[config.mk]
export PLATFORM = sky130hd
export DESIGN_NAME = tile_fetch
export DESIGN_NICKNAME = d
export VERILOG_FILES = /design/src/rtl/tile_fetch.sv
export SDC_FILE = /design/constraint.sdc
export NUM_CORES = 1
export LEC_CHECK = 0
export CAP_MARGIN = 20
export CORE_MARGIN = 2
export CORE_UTILIZATION = 45
export DETAILED_ROUTE_END_ITERATION = 8
export PLACE_DENSITY_LB_ADDON = 0.12
export SYNTH_ARGS = -nofsm -noshare
export SYNTH_HDL_FRONTEND = slang
export SYNTH_SLANG_ARGS = --single-unit
[constraint.sdc]
create_clock -name clk_draw -period 6.5 [get_ports clk_draw]
set_clock_uncertainty 0.1 [all_clocks]
set_input_delay 0.975 -clock clk_draw [delete_from_list [all_inputs] [get_ports clk_draw]]
set_output_delay 0.975 -clock clk_draw [all_outputs]
set_load 0.005 [all_outputs]
[src/rtl/tile_fetch.sv]
// Scanline tile fetcher: ROM address generator, returned-word buffer and 4bpp serialiser.
// Latency: line_start to first pix_valid is 3 cycles; one pixel/cycle after that; a stalled pix_ready stops fetching.
module tile_fetch #(
  parameter int LINE_PIXELS = 256,
  parameter int FIFO_WORDS  = 2
) (
  input  logic        clk_draw,
  input  logic        rst_draw_n,
  input  logic        line_start,
  input  logic [7:0]  line_y,
  input  logic [7:0]  scroll_x,
  output logic [13:0] tile_addr,
  input  logic [15:0] tile_data,
  output logic        pix_valid,
  input  logic        pix_ready,
  output logic [3:0]  pix_data,
  output logic        pix_last,
  output logic        busy
);

  localparam int PW = $clog2(FIFO_WORDS);
  localparam int CW = PW + 1;
  localparam int SW = PW + 2;

  typedef enum logic {IDLE, RUN} state_t;

  state_t        state_q, state_d;
  logic [13:0]   addr_q, addr_d;
  logic [7:0]    row_q, row_d;
  logic [5:0]    word_x_q, word_x_d;
  logic [6:0]    words_left_q, words_left_d;
  logic          p1_q, p1_d, p2_q, p2_d;
  logic [1:0]    idx_q, idx_d;
  logic [8:0]    pix_cnt_q, pix_cnt_d;
  logic [15:0]   mem_q [FIFO_WORDS];
  logic [PW-1:0] wr_ptr_q, wr_ptr_d, rd_ptr_q, rd_ptr_d;
  logic [CW-1:0] cnt_q, cnt_d;

  logic [9:0]    span;
  logic [6:0]    words_init;
  logic [SW-1:0] occ;
  logic [15:0]   head;
  logic          hs, last_hs, flush, push, pop, issue;

  // Words covering LINE_PIXELS pixels that start scroll_x[1:0] nibbles into the first word.
  assign span       = 10'(LINE_PIXELS) + {8'd0, scroll_x[1:0]} + 10'd3;
  assign words_init = span[8:2];

  // p1: address on the ROM bus, p2: data on tile_data this cycle.
  assign occ   = SW'(cnt_q) + SW'(p1_q) + SW'(p2_q);
  assign head  = mem_q[rd_ptr_q];

  assign busy      = (state_q == RUN);
  assign pix_valid = busy && (cnt_q != '0);
  assign pix_last  = pix_valid && (pix_cnt_q == 9'(LINE_PIXELS - 1));
  assign tile_addr = addr_q;

  assign hs      = pix_valid & pix_ready;
  assign last_hs = hs & pix_last;
  // Leftover nibbles of the final word are dropped when the line completes.
  assign flush   = line_start | last_hs;
  assign push    = p2_q & ~flush;
  assign pop     = hs & (idx_q == 2'd3) & ~flush;
  assign issue   = busy && !line_start && (words_left_q != 7'd0) && (occ < SW'(FIFO_WORDS));

  always_comb begin
    pix_data = 4'd0;
    if (pix_valid) begin
      case (idx_q)
        2'd0:    pix_data = head[15:12];
        2'd1:    pix_data = head[11:8];
        2'd2:    pix_data = head[7:4];
        default: pix_data = head[3:0];
      endcase
    end
  end

  always_comb begin
    state_d      = state_q;
    addr_d       = addr_q;
    row_d        = row_q;
    word_x_d     = word_x_q;
    words_left_d = words_left_q;
    p1_d         = 1'b0;
    p2_d         = line_start ? 1'b0 : p1_q;
    idx_d        = idx_q;
    pix_cnt_d    = pix_cnt_q;

    if (line_start) begin
      state_d = RUN;
    end else if (last_hs) begin
      state_d = IDLE;
    end

    if (line_start) begin
      addr_d       = {line_y, scroll_x[7:2]};
      row_d        = line_y;
      word_x_d     = scroll_x[7:2] + 6'd1;
      words_left_d = words_init - 7'd1;
      p1_d         = 1'b1;
      idx_d        = scroll_x[1:0];
      pix_cnt_d    = 9'd0;
    end else begin
      if (issue) begin
        addr_d       = {row_q, word_x_q};
        word_x_d     = word_x_q + 6'd1;
        words_left_d = words_left_q - 7'd1;
        p1_d         = 1'b1;
      end
      if (hs) begin
        idx_d     = idx_q + 2'd1;
        pix_cnt_d = pix_cnt_q + 9'd1;
      end
    end

    if (flush) begin
      wr_ptr_d = '0;
      rd_ptr_d = '0;
      cnt_d    = '0;
    end else begin
      wr_ptr_d = wr_ptr_q + PW'(push);
      rd_ptr_d = rd_ptr_q + PW'(pop);
      cnt_d    = cnt_q + CW'(push) - CW'(pop);
    end
  end

  always_ff @(posedge clk_draw or negedge rst_draw_n) begin
    if (!rst_draw_n) begin
      state_q      <= IDLE;
      addr_q       <= '0;
      row_q        <= '0;
      word_x_q     <= '0;
      words_left_q <= '0;
      p1_q         <= 1'b0;
      p2_q         <= 1'b0;
      idx_q        <= '0;
      pix_cnt_q    <= '0;
      wr_ptr_q     <= '0;
      rd_ptr_q     <= '0;
      cnt_q        <= '0;
    end else begin
      state_q      <= state_d;
      addr_q       <= addr_d;
      row_q        <= row_d;
      word_x_q     <= word_x_d;
      words_left_q <= words_left_d;
      p1_q         <= p1_d;
      p2_q         <= p2_d;
      idx_q        <= idx_d;
      pix_cnt_q    <= pix_cnt_d;
      wr_ptr_q     <= wr_ptr_d;
      rd_ptr_q     <= rd_ptr_d;
      cnt_q        <= cnt_d;
    end
  end

  always_ff @(posedge clk_draw) begin
    if (push) begin
      mem_q[wr_ptr_q] <= tile_data;
    end
  end

endmodule

==> impl_results.md <==
* Seq/Total Area, Yosys at 58.7%
* Min Tclk post-route at 3.60 ns
* Leading area contributor after synthesis: dfrtp_1
* Port Buffers at 56
* Mean post-synth cell area at roughly 13 µm²
* Sequential cell area at between 2000 and 2500 µm²
* WL final at 7240 µm
* Area contributors post-synth: dfrtp_1 34%, edfxtp_1 25%, mux2_2 4.3%, ha_1 4.2%, mux2_4 2.3%
* H-tree level count at 3
* CP max FO at 8
* Crit Path Class: flop to primary output
* Critical Path Start Type: flop
* Gate Count Post-Synth at 303
* GR Util All Layers at 16.1%
* Hold Buf Count CTS at 0
* Avg WL per Cell at 15.5 µm
* Core region area at 8300 µm²
* Fill cells at ~660
* Post-CTS Setup Inserts at 0
* Count of pins over their slew limit at 0
* I/O pins at 57
* Clock Path Buffers at 2
* Final Cycle Share at 55.4%
* Worst slew pin tran at 0.775 ns
* Synth Register Bits at 85
* Synth Net Count at 352
* Final layout net count at 406
* Die Area at 9420 µm²
* Synth Flop Type: dfrtp_1
* Status: finished, final reports clean
* # diodes at 0
* Share of layout cells above drive strength 1 at ~14%
* Worst skew pair latency at 0.35 ns
* Synth unique cells at 55
* Multi-input logic area at roughly 1500 µm²
* Leak at 0.00191 µW
* Largest net degree at the start of global routing at 66
* CTS Root Cell: clkbuf_8
* Die height at 97.1 µm
* Setup violators final at 0
* Setup TNS Final at 0 ns
* Required time of the critical path at 5.42 ns
* Crit end category: primary output
* Dpl cells at 451
* Synth Cell Area at 3900 µm²
* Fin. Hold Viols at 0
* TritonCTS Sinks at 85
* Number of synthesized flops with an enable pin at 32
* Pwr dens at approximately 270 nW/µm²
* Gr ovfl total at 0
* Normalized max-slew margin at 48.3%
* Max Freq at about 0.28 GHz
* Iter 0 DRT Violations at 127
* Max_cap viols at 0
* CTS tree: done
* Global-route wire length before repair at around 12000 µm
* Vias in the first global route at between 2000 and 2500
* Drt first pass iters at 5
* Initial core utilization at between 40 and 50%
* Detailed-placement wirelength estimate at 4760 µm
* Cell Rows at 33
* Routability cong. at 0.754
* RSZ-0062 raised after global routing: false
* DR DRC count at 0
* Routed via count at 2509
* Area share of the largest cell type after synthesis at 34.0%
* CP arrival at 2.53 ns
* VDD IR max at 0.000159 V
* Util after Layout at between 50% and 60%
* Final Non-Filler Cells at 467
* Initial antenna violation count at 0
* P&R area growth vs syn at 20.3%
* HP Class: flop to flop
* TritonCTS Buffers at 9
* Post_cts resized at 0
* Final ANT Viol Nets at 0
* Die width at 97.1 µm
* Synth Warn # at 0
* Async set-reset flop share out of synthesis at 62.4%
* Avg Vias per Cell at 5.37
* Clock transition at path regs at about 0.090 ns
[final cells by class]
class / instances / area share, %
well taps: 105 / 2.80
inverters: 21 / 1.68
multi-input cells: 182 / 30.9
clock buffers: 10 / 2.72
repair buffers: 58 / 12.1
clock inverters: 6 / 0.988
flip-flops and latches: 85 / 48.8
[per-layer routing]
metal	part of all wire, %	track usage (%)
met1	48	23.3
met2	46	24.5
met3	4.2	3.31
met4	1.1	5.53
met5	0	0
[flip-flops by register name, summed over array words and instances, names as in the netlist, 2 cells and up]
register and cells:
row_q 8, cnt_q 2, tile_addr 14, mem_q 32, pix_cnt_q 9, words_left_q 7, idx_q 2, word_x_q 6
[final timing paths]
kind / startpoint / endpoint / slack [ns] / depth (start not counted)
setup / recovery: idx_q[0]$_DFFE_PN0P_ / pix_data[0] / 2.90 / 6
hold / removal: row_q[0]$_DFFE_PN0P_ / row_q[0]$_DFFE_PN0P_ / 0.40 / 1
setup reg to reg: cnt_q[0]$_DFF_PN0_ / cnt_q[1]$_DFF_PN0_ / 3.44 / 11
hold reg to reg: row_q[0]$_DFFE_PN0P_ / row_q[0]$_DFFE_PN0P_ / 0.40 / 1
max in group asynchronous: rst_draw_n / row_q[0]$_DFFE_PN0P_ / 5.21 / 2
min in group asynchronous: rst_draw_n / tile_addr[1]$_DFFE_PN0P_ / 0.64 / 2
[per-stage QoR]
| stage | setup WS [ns] | total power (µW) | hold WS [ns] | instance area [µm²] |
|---|---|---|---|---|
| final | 2.90 | 1280 | 0.399 | 4690 |
| after global routing | 2.75 | 1350 | 0.417 | 4690 |
| after CTS | 2.90 | 1290 | 0.404 | 4690 |
| after detailed placement | 3.23 | 952 | 0.384 | 4510 |
| after global placement | 3.28 | 946 | 0.378 | 4510 |
| after floorplan | 3.58 | 843 | 0.364 | 3900 |
[cell usage after synthesis (6+ instances only)]
| cell | n |
|---|---|
| dfrtp_1 | 53 |
| edfxtp_1 | 32 |
| inv_1 | 21 |
| nand2_1 | 16 |
| mux2_2 | 15 |
| nor2_1 | 15 |
| ha_1 | 13 |
| o21ai_0 | 13 |
| clkbuf_1 | 11 |
| nand3_1 | 10 |
| a21oi_1 | 8 |
| a222oi_1 | 8 |
| xnor2_1 | 8 |
| mux2_4 | 6 |
| xor2_1 | 6 |
[power breakdown]
group / internal (µW) / switching, µW / leakage, µW
combinational: 151 / 124 / 0.000878
clock: 142 / 196 / 0.0000849
sequential: 618 / 45.4 / 0.000945
total: 912 / 366 / 0.00191
[cells in the final DEF, fill, tap and decap left out, types with 5 or more instances in the layout]
cell type / synthesis / layout
mux2_2: 15 / 15
nor3_1: 5 / 5
clkdlybuf4s50_1: 0 / 54
nand3_1: 10 / 10
nand2_1: 16 / 16
xor2_1: 6 / 6
edfxtp_1: 32 / 32
a222oi_1: 8 / 8
nor2_1: 15 / 15
mux2_4: 6 / 6
inv_1: 21 / 21
ha_1: 13 / 13
dfrtp_1: 53 / 53
clkbuf_8: 0 / 9
o21ai_0: 13 / 13
a21oi_1: 8 / 8
xnor2_1: 8 / 8
[critical path: stages, from the launching register on]
cell and delay, ns:
dfrtp_1 0.42, inv_1 0.12, ha_1 0.34, a222oi_1 0.15, mux4_2 0.49, nor2_1 0.13, clkdlybuf4s50_1 0.52
[kinds of logic after synthesis]
family	count (synthesis)	share of synthesized area, %
compound gates	50	9.60
flops	85	58.7
xor+xnor	14	3.15
simple gates	76	10.3
fa+ha+maj	13	4.17
mux	29	9.98
buf+inv	36	4.11
Note: power is estimated with default switching activity, not from simulation.
